## src/rtl/factor_debouncer_pkg.sv

```systemverilog
// Shared types and constants for the factor switch front end.
// CLK_HZ is also used by the display timing.
package factor_debouncer_pkg;

  typedef enum logic {
    STABLE   = 1'b0,
    SETTLING = 1'b1
  } state_t;

  localparam int DEBOUNCE_CYCLES_DEF = 25;
  localparam int CLK_HZ              = 2500;

  // Width of a counter that must hold DEBOUNCE_CYCLES-1, never narrower than 1 bit.
  function automatic int cnt_width(input int cycles);
    return (cycles <= 2) ? 1 : $clog2(cycles);
  endfunction

endpackage

```

## src/rtl/factor_debouncer_if.sv

```systemverilog
// Raw switch inputs and conditioned factor outputs of the debouncer.
// master = switch/stimulus side, slave = debouncer.
interface factor_debouncer_if #(
  parameter int WIDTH = 3
);
  logic [WIDTH-1:0] i_factor_a_raw;
  logic [WIDTH-1:0] i_factor_b_raw;
  logic [WIDTH-1:0] o_factor_a;
  logic [WIDTH-1:0] o_factor_b;
  logic             o_changed;
  logic             o_settling;

  modport master (
    output i_factor_a_raw, i_factor_b_raw,
    input  o_factor_a, o_factor_b, o_changed, o_settling
  );

  modport slave (
    input  i_factor_a_raw, i_factor_b_raw,
    output o_factor_a, o_factor_b, o_changed, o_settling
  );
endinterface

```

## src/rtl/factor_debouncer_sync_2ff.sv

```systemverilog
// Two-flop synchroniser for a bus of asynchronous levels.
// Bits are synchronised independently; the debouncer absorbs any skew between them.
module sync_2ff #(
  parameter int WIDTH = 6
) (
  input  logic             clk,
  input  logic             reset,
  input  logic [WIDTH-1:0] d,
  output logic [WIDTH-1:0] q
);
  logic [WIDTH-1:0] s1;

  always_ff @(posedge clk) begin
    if (reset) begin
      s1 <= '0;
      q  <= '0;
    end else begin
      s1 <= d;
      q  <= s1;
    end
  end
endmodule

```

## src/rtl/factor_debouncer.sv

```systemverilog
// Synchronises and debounces both factor switch banks as one vector and
// presents a registered factor pair with a one-cycle change pulse.
//
//   state    | meaning
//   ---------+------------------------------------------------------------
//   STABLE   | synchronised input equals the candidate; nothing is timed
//   SETTLING | candidate differs from history; timing its stable window
module factor_debouncer
  import factor_debouncer_pkg::*;
#(
  parameter int WIDTH           = 3,
  parameter int DEBOUNCE_CYCLES = DEBOUNCE_CYCLES_DEF
) (
  input  logic               clk,
  input  logic               reset,
  factor_debouncer_if.slave  bus
);
  localparam int              VW       = 2 * WIDTH;
  localparam int              CW       = cnt_width(DEBOUNCE_CYCLES);
  localparam logic [CW-1:0]   CNT_LOAD = CW'(DEBOUNCE_CYCLES - 1);

  logic [VW-1:0]    raw_vec;
  logic [VW-1:0]    s2;
  logic [VW-1:0]    cand;
  logic [CW-1:0]    cnt;
  state_t           state;
  logic [WIDTH-1:0] factor_a_q;
  logic [WIDTH-1:0] factor_b_q;
  logic             changed_q;
  logic             settling_q;

  assign raw_vec = {bus.i_factor_b_raw, bus.i_factor_a_raw};

  sync_2ff #(.WIDTH(VW)) u_sync (
    .clk   (clk),
    .reset (reset),
    .d     (raw_vec),
    .q     (s2)
  );

  // cnt holds the number of stable cycles still required; expiry is cnt == 0.
  always_ff @(posedge clk) begin
    if (reset) begin
      state      <= STABLE;
      cand       <= '0;
      cnt        <= '0;
      factor_a_q <= '0;
      factor_b_q <= '0;
      changed_q  <= 1'b0;
      settling_q <= 1'b0;
    end else begin
      changed_q <= 1'b0;
      case (state)
        STABLE: begin
          if (s2 != cand) begin
            cand       <= s2;
            cnt        <= CNT_LOAD;
            state      <= SETTLING;
            settling_q <= 1'b1;
          end
        end
        SETTLING: begin
          if (s2 != cand) begin
            cand <= s2;
            cnt  <= CNT_LOAD;
          end else if (cnt == '0) begin
            state      <= STABLE;
            settling_q <= 1'b0;
            // A glitch that returned to the accepted value expires silently.
            if (cand != {factor_b_q, factor_a_q}) begin
              factor_a_q <= cand[WIDTH-1:0];
              factor_b_q <= cand[VW-1:WIDTH];
              changed_q  <= 1'b1;
            end
          end else begin
            cnt <= cnt - 1'b1;
          end
        end
        default: begin
          state      <= STABLE;
          settling_q <= 1'b0;
        end
      endcase
    end
  end

  assign bus.o_factor_a = factor_a_q;
  assign bus.o_factor_b = factor_b_q;
  assign bus.o_changed  = changed_q;
  assign bus.o_settling = settling_q;
endmodule
```

## src/flat_wrapper.sv

```systemverilog
// flat-port wrapper written by rule: the top's interface ports become plain ports
module factor_debouncer_flat import factor_debouncer_pkg::*;
#(
  parameter int WIDTH           = 3,
  parameter int DEBOUNCE_CYCLES = DEBOUNCE_CYCLES_DEF
)
  (clk, reset, bus_i_factor_a_raw, bus_i_factor_b_raw, bus_o_factor_a, bus_o_factor_b, bus_o_changed, bus_o_settling);
  factor_debouncer_if #(.WIDTH(WIDTH)) bus_i ();
  input  logic clk;
  input  logic reset;
  input wire logic [$bits(bus_i.i_factor_a_raw)-1:0] bus_i_factor_a_raw;
  input wire logic [$bits(bus_i.i_factor_b_raw)-1:0] bus_i_factor_b_raw;
  output wire logic [$bits(bus_i.o_factor_a)-1:0] bus_o_factor_a;
  output wire logic [$bits(bus_i.o_factor_b)-1:0] bus_o_factor_b;
  output wire logic [$bits(bus_i.o_changed)-1:0] bus_o_changed;
  output wire logic [$bits(bus_i.o_settling)-1:0] bus_o_settling;
  assign bus_i.i_factor_a_raw = bus_i_factor_a_raw;
  assign bus_i.i_factor_b_raw = bus_i_factor_b_raw;
  assign bus_o_factor_a = bus_i.o_factor_a;
  assign bus_o_factor_b = bus_i.o_factor_b;
  assign bus_o_changed = bus_i.o_changed;
  assign bus_o_settling = bus_i.o_settling;
  factor_debouncer #(.WIDTH(WIDTH), .DEBOUNCE_CYCLES(DEBOUNCE_CYCLES)) u_core (.clk(clk), .reset(reset), .bus(bus_i));
endmodule
```

## config.mk

```make
export PLATFORM = sky130hd
export DESIGN_NAME = factor_debouncer_flat
export DESIGN_NICKNAME = d
export VERILOG_FILES = /design/src/rtl/factor_debouncer_pkg.sv /design/src/rtl/factor_debouncer_if.sv /design/src/rtl/factor_debouncer_sync_2ff.sv /design/src/rtl/factor_debouncer.sv /design/src/flat_wrapper.sv
export SDC_FILE = /design/constraint.sdc
export NUM_CORES = 1
export LEC_CHECK = 0
export BUFFER_PORTS_ARGS = -buffer_cell sky130_fd_sc_hd__clkbuf_2
export CELL_PAD_IN_SITES_DETAIL_PLACEMENT = 1
export CELL_PAD_IN_SITES_GLOBAL_PLACEMENT = 2
export CORE_MARGIN = 1
export CORE_UTILIZATION = 25
export DETAILED_ROUTE_END_ITERATION = 10
export PLACE_DENSITY = 0.55
export SYNTH_ARGS = -nofsm -noshare
export SYNTH_HDL_FRONTEND = slang
export SYNTH_SLANG_ARGS = --single-unit
```

## constraint.sdc

```tcl
create_clock -name clk -period 3.1 [get_ports clk]
set_input_delay 0.155 -clock clk [delete_from_list [all_inputs] [get_ports clk]]
set_output_delay 0.155 -clock clk [all_outputs]
set_load 0.01 [all_outputs]
```

Word level (Yosys, flattened, before mapping):

Cells that the tools add are included.

* flip-flop bits (word level): 32
* input bits: 8
* word-level logic and storage cells: 38
* output and inout port bits: 8

* eq/ne operators: 6
* bitwise operators: 3
* reduce and logical (&&, ||, !) cells: 5
* add/sub/neg operators: 1
* muxes and demuxes: 14

Operator list (number)
* 5-bit two-way mux: 3
* 6-bit inequality test: 2
* 5-bit one-hot mux with 2 select lines: 1
* 1-bit two-way mux: 7
* 6-bit two-way mux: 1
* 5-bit logical NOT: 1
* 5-bit by 1-bit subtractor with 5-bit output, second input constant: 1
* 2-bit inequality test, second input constant: 2
* 1-bit one-hot mux with 2 select lines: 2
* 4-bit AND reduction: 1
* 4-bit OR reduction: 1
* 3-bit inequality test, second input constant: 1
* 1-bit inverter: 3
* 3-bit AND reduction: 1
* 2-bit by 1-bit inequality test with 1-bit output, second input constant: 1
* 2-bit AND reduction: 1

Depth between registers and ports, before layout:

Gate-level depths: netlist of run 1.

* depth in word-level cells: 4
* depth in mapped cells: 6
* mapped depth without buffers: 6

Modules after synthesis:

From an unflattened synthesis of run 1, not the netlist that was laid out.

* cells, all modules: 116
* area total of the unflattened synthesis: 1257.5 um^2

By module, submodules not included
* factor_debouncer: cells an instance 91, area an instance 890.9 um^2, sequential area each 400.4 um^2, times used 1
* sync_2ff: cells an instance 25, area an instance 366.6 um^2, sequential area each 240.2 um^2, times used 1

Worst setup path before layout of run 1:

OpenSTA, ideal clock, no wires.

* kind: register -> register
* from: register u_core.cnt[0]
* to: register u_core.cnt[1]
* slack: 1.315 ns
* required time: 3.022 ns
* period minus slack after synthesis: 1.785 ns
* stages on the path, launching flop included: 7
* arrival time: 1.708 ns
* path buffers: 0
* library setup time: 0.078 ns
* path through: dfxtp_1 > inv_1 > ha_1 > or4b_2 > nand2_1 > mux2_2 > nor3_1

* longest elaborated chain between the ends: 4
* elaborated cells on any way between the ends: 7
* those cells by class: 1 x add/sub; 1 x eq/ne; 3 x mux; 2 x reduce/logical

Ends and longest elaborated chain
* from (decl): line factor_debouncer.sv:25 `logic [CW-1:0] cnt;`
* from (signal assigned): line factor_debouncer.sv:76 `cnt <= cnt - 1'b1;`
* 5-bit by 1-bit subtractor with 5-bit output: line factor_debouncer.sv:76
* 5-bit two-way mux: line factor_debouncer.sv:66 `end else if (cnt == '0) begin`
* 5-bit two-way mux: line factor_debouncer.sv:63 `if (s2 != cand) begin`
* 5-bit one-hot mux with 2 select lines: line factor_debouncer.sv:53 `case (state)`

Parallel ways exist; a longest one is shown, timed or not. The select of a mux whose other input is x is not followed.
A chain may end at the register's enable or synchronous reset.

Worst setup path in the final report of run 1:

* from: register u_core.cnt[0]
* to: register u_core.factor_b_q[0] (netlist: u_core.bus.o_factor_b[0])

* longest elaborated chain between the ends: 2

Ends and longest elaborated chain
* 5-bit logical NOT: line factor_debouncer.sv:66
* 4-bit AND reduction (no line)
* to (signal assigned): line factor_debouncer.sv:72 `factor_b_q <= cand[VW-1:WIDTH];`
* to (decl): line factor_debouncer.sv:28 `logic [WIDTH-1:0] factor_b_q;`

No other way between the ends.

==> metrics.md, run 1 <==
| Metric | Value |
|---|---|
| Clk sinks | `32` |
| Syn. warnings | `0` |
| Gr usage total | `0.0989` |
| Chip Width | `72.9 um` |
| Total iterations of the first detailed-routing run | `2` |
| Vias in the first global route | `817` |
| Cell Pwr Density | `612 nW/um^2` |
| Reg2reg end | `u_core.bus.o_factor_b[0]` |
| Worst setup SP type | `flop` |
| Endpoints failing hold | `0` |
| Register area share after synthesis | `0.510` |
| Fin crit share | `0.629` |
| Most frequent cells in the layout | `dfxtp_1, nor2b_1, clkbuf_2` |
| Vias per cell | `4.00` |
| Placed insts | `196` |
| Lkg Pwr | `0.000592 uW` |
| Layout net count | `145` |
| Post-CTS Resized | `0` |
| Largest net degree at the start of global routing | `39` |
| Distinct cell type count after synthesis | `26` |
| Switching Share | `0.229` |
| CTS tree | `done` |
| Fin util | `0.315` |
| Total CTS buffers | `5` |
| Outcome | `completed` |
| Clock latency on the worst-skew pair | `280 ps` |
| Crit. End Element | `flop` |
| # DRC | `0` |
| RSZ-0062 raised after global routing | `no` |
| Post-route antenna net violation count | `0` |
| Worst R2R Path Depth | `6` |
| Core area | `4790 sq um` |
| First-pass GRT wire length | `3800 um` |
| Crit Path Class | `flop to flop` |
| Layout fillers | `552` |
| Rows | `25` |
| Placed Area | `1400 sq um` |
| Initial Util | `0.262` |
| Flops & latches, synth | `32` |
| Via count | `816` |
| Post-CTS Setup Bufs | `0` |
| Final setup violation count | `0` |
| Initial antenna violation count | `0` |
| Syn Std Cell Area | `1250 sq um` |
| Crit path capture | `u_core.bus.o_factor_b[0]` |
| Final Instance Area | `1510 sq um` |
| I/O pin count | `16` |
| Share of post-route cells with drive strength above 1 | `0.204` |
| Syn Inst Count | `118` |
| Worst setup startpoint | `u_core.cnt[0]` |
| Max-cap violations | `0` |
| Hold Path Class | `primary input to flop` |
| H-tree lvl count | `2` |
| Aggregate routed wire length | `2320 um` |
| Area Overhead vs Synth | `20.0%` |
| CP arrival | `2150 ps` |
| Mapped Avg Cell Area | `10.6 sq um` |
| Worst hold slack | `83.8 ps` |
| # port buffers | `15` |
| Maximum vdd drop | `0.000217 V` |
| Clock-pin slew on the worst setup and hold paths | `60 ps` |
| DRT iter0 DRCs | `47` |
| Skew final | `7.09 ps` |
| Final HPWL DP | `1620 um` |
| Reg-to-reg slack, setup | `1150 ps` |
| Overflow left after global routing | `0` |
| Req. time, crit path | `3300 ps` |
| Clock power frac | `0.421` |
| Die Y | `72.9 um` |
| RePlAce Congestion | `0.694` |
| Sw Pwr | `212 uW` |
| ANT cells | `0` |
| TNS Setup | `0 ps` |
| Cell Int Power | `711 uW` |
| Least-Margin Pin Slew | `694 ps` |
| Fin cells | `204` |
| CTS Hold Bufs | `0` |
| Relative slew slack | `0.537` |
| Sequential share of power | `0.483` |
| Worst r2r src | `u_core.cnt[0]` |
| Syn Nets | `127` |
| Critical Path Fanout Max | `6` |
| Crit path time final | `1950 ps` |
| Slew Viols, Final | `0` |
| Max Root-Sink Buffers | `2` |
| WL/cell | `11.4 um` |
| Commonest non-fill, non-tap cell in the layout | `dfxtp_1` |
| Die Area | `5310 sq um` |
| Fmax | `513 MHz` |
| Comb pwr share | `0.097` |
| Clk root buf | `clkbuf_8` |
[power by group through the flow]
stage	clock network [uW]	registers, uW	logic (uW)
5_1_grt	425	447	99.9
3_3_place_gp	0	453	88.7
2_1_floorplan	0	451	70.0
4_1_cts	402	445	90.2
3_5_place_dp	0	454	89.1
6_report	388	445	89.0
[worst min-delay path by stage]
stage / from / end / slack (ps) / cells past startpoint
2_1_floorplan: bus_i_factor_a_raw[0] / u_core.u_sync.s1[0] / 280 / 1
3_3_place_gp: bus_i_factor_a_raw[1] / u_core.u_sync.s1[1] / 370 / 2
3_5_place_dp: bus_i_factor_a_raw[0] / u_core.u_sync.s1[0] / 370 / 2
4_1_cts: bus_i_factor_a_raw[0] / u_core.u_sync.s1[0] / 80 / 2
5_1_grt: bus_i_factor_a_raw[1] / u_core.u_sync.s1[1] / 80 / 2
6_report: bus_i_factor_a_raw[0] / u_core.u_sync.s1[0] / 80 / 2
[registers in the layout, indices dropped and copies added (netlist names)]
register,count
u_core.bus.o_changed,1
u_core.bus.o_factor_a,3
u_core.bus.o_factor_b,3
u_core.bus.o_settling,1
u_core.cand,6
u_core.cnt,5
u_core.state,1
u_core.u_sync.q,6
u_core.u_sync.s1,6
[per-layer routing]
metal,GRT usage,share of wire,vias to the layer above
met5,0,0,-
met4,0.0654,0.023,0
met3,0.0373,0.049,7
met2,0.143,0.44,16
met1,0.122,0.49,373
li1,-,-,420
[logic make-up (layout without fill, tap and decap cells)]
| group | after synthesis | count (layout) | share of synthesized area |
|---|---|---|---|
| simple gates | 49 | 49 | 0.243 |
| mux | 7 | 7 | 0.0568 |
| flops | 32 | 32 | 0.510 |
| fa+ha+maj | 1 | 1 | 0.00997 |
| compound gates | 7 | 7 | 0.0538 |
| buf+inv | 7 | 26 | 0.0209 |
| xor+xnor | 15 | 15 | 0.105 |
[Yosys cell counts, drive strengths merged]
cell | number | share of area
o21bai | 1 | 0.0060
or4b | 1 | 0.0080
a221oi | 1 | 0.0070
mux2 | 1 | 0.0090
nand3 | 2 | 0.0080
inv | 3 | 0.0090
nor3 | 4 | 0.016
xor2 | 8 | 0.056
clkbuf | 4 | 0.012
nor4 | 1 | 0.010
dfxtp | 32 | 0.51
nand2 | 4 | 0.012
nor3b | 1 | 0.010
a2111oi | 2 | 0.029
nor2 | 3 | 0.0090
or2 | 1 | 0.0050
ha | 1 | 0.010
xnor2 | 7 | 0.049
nand3b | 1 | 0.0090
nand2b | 10 | 0.050
nand4 | 1 | 0.0050
a21oi | 3 | 0.012
mux2i | 6 | 0.048
or2b | 2 | 0.012
nor2b | 18 | 0.090
[through the flow]
step | total power, uW | worst slack (ps)
floorplan | 521 | 1310
global placement | 542 | 1220
detailed placement | 544 | 1140
CTS | 937 | 1120
global route | 971 | 994
finish | 922 | 1150
[layout make-up]
cell class / count / area, sq um / share of cell area
clock inverters: 2 / 35.0 / 0.0233
inverters: 3 / 11.3 / 0.00748
multi-input cells: 79 / 588 / 0.390
well taps: 67 / 83.8 / 0.0556
repair buffers: 15 / 75.1 / 0.0498
clock buffers: 6 / 72.6 / 0.0482
flip-flops and latches: 32 / 641 / 0.425
[worst max-delay path: stages (launching register included)]
cell	delay [ps]
dfxtp_1	310
inv_1	80
ha_1	180
nor3b_2	240
nand3b_2	140
a2111oi_4	660
mux2i_1	270
No activity file was read; power rests on OpenSTA's default activity.
==> run 2: changes to the inputs <==
- PLACE_DENSITY: 0.55 -> 0.57
- clock period: 3.1 -> 1.63 ns (I/O delays scaled with it)
==> run 2 against run 1 <==
Cell count is 4.9% higher. Sequential power grew 91%. Largest power group unchanged. Critical path depth did not move. Cell area up 7.6%. Clock skew is 1.1 ps lower. Global-route usage barely moved. Count of clock-buffer cells in the layout is 1 lower. Via count is 6.5% higher. Clock power increased by 59%.
==> metrics.md, run 2 (synthesis gave the netlist of run 1 again) <==
| Metric | Value |
|---|---|
| Clock power frac | `0.365` |
| Req. time, crit path | `1840 ps` |
| Lkg Pwr | `0.000636 uW` |
| Via count | `869` |
| Share of post-route cells with drive strength above 1 | `0.333` |
| CP max stage cell | `or4b_4` |
| DRT iter0 DRCs | `29` |
| Worst hold slack | `8.57 ps` |
| Vias in the first global route | `870` |
| Crit-path leading delay family | `simple AND/OR/NAND/NOR gates` |
| ANT cells | `0` |
| CP arrival | `1810 ps` |
| RePlAce Congestion | `0.682` |
| Biggest regs | `u_core.cand: 6 flops, u_core.u_sync.q: 6 flops, u_core.u_sync.s1: 6 flops` |
| Initial antenna violation count | `0` |
| Layout fillers | `565` |
| Relative slew slack | `0.640` |
| Sw Pwr | `448 uW` |
| Chip Width | `72.9 um` |
| Global-route met1 utilization | `0.122` |
| Worst setup SP type | `flop` |
| # DRC | `0` |
| Endpoints failing hold | `0` |
| Switching Share | `0.265` |
| Outcome | `completed` |
| Largest net degree at the start of global routing | `30` |
| Worst path bufs/invs | `1` |
| Crit. End Element | `flop` |
| Max-cap violations | `0` |
| Total CTS buffers | `5` |
| Slack of the critical path | `30.1 ps` |
| Cell Pwr Density | `1040 nW/um^2` |
| Layout net count | `155` |
| H-tree lvl count | `2` |
| Initial Util | `0.262` |
| Gr usage total | `0.0989` |
| Rows | `25` |
| Post-route antenna net violation count | `0` |
| Skew final | `5.97 ps` |
| WL/cell | `10.9 um` |
| Least-Margin Pin Slew | `540 ps` |
| Die Area | `5310 sq um` |
| Most frequent cells in the layout | `dfxtp_1, nor2b_1, clkbuf_2` |
| First-pass GRT wire length | `3940 um` |
| Clk root buf | `clkbuf_8` |
| Fin crit share | `0.982` |
| Comb pwr share | `0.132` |
| Critical Path Fanout Max | `3` |
| Slew Viols, Final | `0` |
| Final setup violation count | `0` |
| Busiest grt layer | `met2` |
| Final HPWL DP | `1680 um` |
| CTS tree | `done` |
| Cell Int Power | `1240 uW` |
| Crit Path Class | `flop to flop` |
| Clk sinks | `32` |
| Aggregate routed wire length | `2330 um` |
| Core area | `4790 sq um` |
| Hold Path Class | `primary input to flop` |
| Critical Path Max Stage Delay | `470 ps` |
| Area Overhead vs Synth | `29.2%` |
| Fmax | `625 MHz` |
| Crit path time final | `1600 ps` |
| Commonest non-fill, non-tap cell in the layout | `dfxtp_1` |
| Clock-pin slew on the worst setup and hold paths | `70 ps` |
| Max Root-Sink Buffers | `2` |
| Maximum vdd drop | `0.000368 V` |
| Clock latency on the worst-skew pair | `280 ps` |
| I/O pin count | `16` |
| Setup WS pre-CTS | `-51.9 ps` |
| GR Layer Usage met2 | `0.152` |
| RSZ-0062 raised after global routing | `yes` |
| # port buffers | `15` |
| Sequential share of power | `0.502` |
| Die Y | `72.9 um` |
| Total iterations of the first detailed-routing run | `2` |
| Met3 track demand over resource | `0.0387` |
| Overflow left after global routing | `0` |
| CP cell instances | `inv_2 -> ha_4 -> or4b_4 -> nand2_2 -> mux2_2 -> nor3_2` |
| Vias per cell | `4.06` |
-- run 2: timing repair --
| item | in CTS | in global routing |
|---|---|---|
| setup buffers | 2 | 0 |
| endpoints found under the setup margin | 7 | 12 |
| hold buffers | 2 | 0 |
| resized for setup | 7 | 7 |
| pin swaps | 3 | 1 |
| endpoints found under the hold margin | 2 | 0 |
-- run 2: cell type report --
type,instances,area [sq um],area share
clock inverter,3,23.8,0.0147
tap,67,83.8,0.0517
multi-input combinational,79,628,0.387
timing repair buffer,25,159,0.0980
sequential,32,647,0.399
clock buffer,5,68.8,0.0424
inverter,3,11.3,0.00694
-- run 2: power by group through the flow --
stage	Combinational, uW	Clock [uW]	Sequential, uW
3_5_place_dp	198	0	863
3_3_place_gp	193	0	863
6_report	223	617	849
4_1_cts	217	642	847
2_1_floorplan	138	0	859
5_1_grt	245	665	855
-- run 2: worst paths after layout --
| path | start | endpoint | slack [ps] | cells after the start |
|---|---|---|---|---|
| setup reg to reg | u_core.cnt[1] | u_core.cnt[1] | 30 | 6 |
| hold / removal | bus_i_factor_b_raw[2] | u_core.u_sync.s1[5] | 9 | 2 |
| hold reg to reg | u_core.u_sync.s1[2] | u_core.u_sync.q[2] | 440 | 1 |
| setup / recovery | u_core.cnt[1] | u_core.cnt[1] | 30 | 6 |
-- run 2: routing by layer --
metal / up-vias / wire length (um)
met2: 19 / 1070
met4: 0 / 16
li1: 442 / -
met5: - / 0
met3: 2 / 108
met1: 406 / 1140
-- run 2: per-stage QoR --
stage | util | area (sq um) | std cells | setup TNS, ps | power (uW)
after global placement | 0.303 | 1450 | 202 | 0 | 1060
after detailed placement | 0.303 | 1450 | 202 | -56.3 | 1060
after CTS | 0.334 | 1600 | 214 | 0 | 1710
after global routing | 0.339 | 1620 | 214 | -43.4 | 1770
final | 0.339 | 1620 | 214 | 0 | 1690
after floorplan | - | 1260 | 118 | 0 | 997
==> run 3: changes to the inputs <==
- PLACE_DENSITY: 0.57 -> default
- PLACE_DENSITY_LB_ADDON: default -> 0.1
==> run 3 against run 2 <==
Worst setup slack worse by 18 ps. Global-route usage increased by 1.3 points. Fmax fell by 1.1%. Count of clock-buffer cells in the layout did not move. Cell area is 1.9% higher. Largest cell class unchanged. Die area stayed put. Critical path type unchanged.
==> metrics.md, run 3 (synthesis gave the netlist of run 1 again) <==
| Metric | Value |
|---|---|
| Outcome | `completed` |
| First-pass GRT wire length | `4280 um` |
| Vias per cell | `3.98` |
| Crit Path Class | `flop to flop` |
| Crit-path leading delay family | `simple AND/OR/NAND/NOR gates` |
| DRT iter0 DRCs | `44` |
| Max-cap violations | `0` |
| Via count | `863` |
| Final Power | `1700 uW` |
| Biggest regs | `u_core.cand: 6 flops, u_core.u_sync.q: 6 flops, u_core.u_sync.s1: 6 flops` |
| Sequential share of power | `0.499` |
| Crit path time final | `1620 ps` |
| Vias in the first global route | `902` |
| Req. time, crit path | `1840 ps` |
| I/O pin count | `16` |
| Clock power frac | `0.367` |
| Fmax | `618 MHz` |
| # DRC | `0` |
| Critical Path Max Stage Delay | `490 ps` |
| Switching Share | `0.269` |
| TNS Setup | `0 ps` |
| Die Area | `5310 sq um` |
| Commonest non-fill, non-tap cell in the layout | `dfxtp_1` |
| CP max stage cell | `or4b_4` |
| Worst hold slack | `341 ps` |
| Clock-pin slew on the worst setup and hold paths | `80 ps` |
| Layout fillers | `549` |
| Slew Viols, Final | `0` |
| ANT cells | `0` |
| Overflow left after global routing | `0` |
| Initial antenna violation count | `0` |
| Initial Util | `0.262` |
| Share of post-route cells with drive strength above 1 | `0.313` |
| Relative slew slack | `0.646` |
| CP arrival | `1830 ps` |
| Clk sinks | `32` |
| Skew final | `7.39 ps` |
| Rows | `25` |
| Fin util | `0.345` |
| Chip Width | `72.9 um` |
| Cell Int Power | `1240 uW` |
| Total CTS buffers | `5` |
| Cell Pwr Density | `1030 nW/um^2` |
| RePlAce Congestion | `0.728` |
| Worst path bufs/invs | `1` |
| Total iterations of the first detailed-routing run | `3` |
| Gr usage total | `0.112` |
| Layout net count | `158` |
| Crit. End Element | `flop` |
| Comb pwr share | `0.134` |
| Lkg Pwr | `0.000650 uW` |
| Reg-to-reg slack, setup | `10 ps` |
| Final HPWL DP | `1660 um` |
| Fin crit share | `0.992` |
| Hold Path Class | `primary input to flop` |
| Largest net degree at the start of global routing | `28` |
| Sw Pwr | `459 uW` |
| H-tree lvl count | `2` |
| # port buffers | `15` |
| CTS tree | `done` |
| Core area | `4790 sq um` |
| Aggregate routed wire length | `2440 um` |
| Endpoints failing hold | `0` |
| Die Y | `72.9 um` |
| RSZ-0062 raised after global routing | `yes` |
| Maximum vdd drop | `0.000394 V` |
| CP cell instances | `inv_2 -> ha_4 -> or4b_4 -> nand2_4 -> mux2_2 -> nor3_2` |
| Clock latency on the worst-skew pair | `290 ps` |
| Final setup violation count | `0` |
| Least-Margin Pin Slew | `532 ps` |
| Worst setup SP type | `flop` |
| Post-route antenna net violation count | `0` |
| Sequential cell area | `647 sq um` |
| WL/cell | `11.2 um` |
| Area Overhead vs Synth | `31.7%` |
| Critical Path Fanout Max | `3` |
| Clk root buf | `clkbuf_8` |
| Most frequent cells in the layout | `dfxtp_1, nor2b_1, clkbuf_2` |
| Area of the multi-input gates | `627 sq um` |
| Max Root-Sink Buffers | `2` |
run 3: layout make-up:
| type | instances | share of cell area |
|---|---|---|
| multi-input combinational | 79 | 0.379 |
| clock inverter | 3 | 0.0144 |
| inverter | 3 | 0.00681 |
| tap | 67 | 0.0507 |
| sequential | 32 | 0.391 |
| timing repair buffer | 28 | 0.116 |
| clock buffer | 5 | 0.0416 |
run 3: through the flow:
stage	setup WS, ps	area (sq um)	std cells
global route	-51.6	1650	217
finish	12.5	1650	217
CTS	7.06	1630	217
detailed placement	-57.9	1450	202
floorplan	28.8	1260	118
global placement	30.5	1450	202
run 3: timing repair:
| item | in CTS | in global routing |
|---|---|---|
| pin swaps | 4 | 1 |
| endpoints found under the setup margin | 7 | 12 |
| buffers inserted | 1 | 0 |
| endpoints found under the hold margin | 6 | 0 |
| resized for setup | 8 | 7 |
| hold buffers | 6 | 0 |
run 3: worst paths after layout:
check	from	end	depth (start not counted)
worst max register to register	u_core.cnt[1]	u_core.cnt[1]	6
worst max-delay path	u_core.cnt[1]	u_core.cnt[1]	6
worst min-delay path	reset	u_core.cnt[4]	2
worst min register to register	u_core.u_sync.s1[3]	u_core.u_sync.q[3]	1
run 3: metal layers:
layer / GRT usage / part of all wire / up-vias
met5: 0 / 0 / -
met4: 0.0588 / 0.019 / 0
met3: 0.0470 / 0.045 / 5
met2: 0.160 / 0.43 / 18
met1: 0.143 / 0.50 / 394
li1: - / - / 446
run 3: power groups by stage:
stage	Sequential [uW]	Clock, uW	Combinational [uW]
after floorplan	859	0	138
after global placement	863	0	193
after detailed placement	864	0	196
after CTS	847	655	221
after global routing	856	693	255
final	850	625	229
run 3: worst reg2reg max path: stages, from the launching register on:
cell and delay [ps]:
dfxtp_2 330, inv_2 70, ha_4 140, or4b_4 490
nand2_4 80, mux2_2 330, nor3_2 90
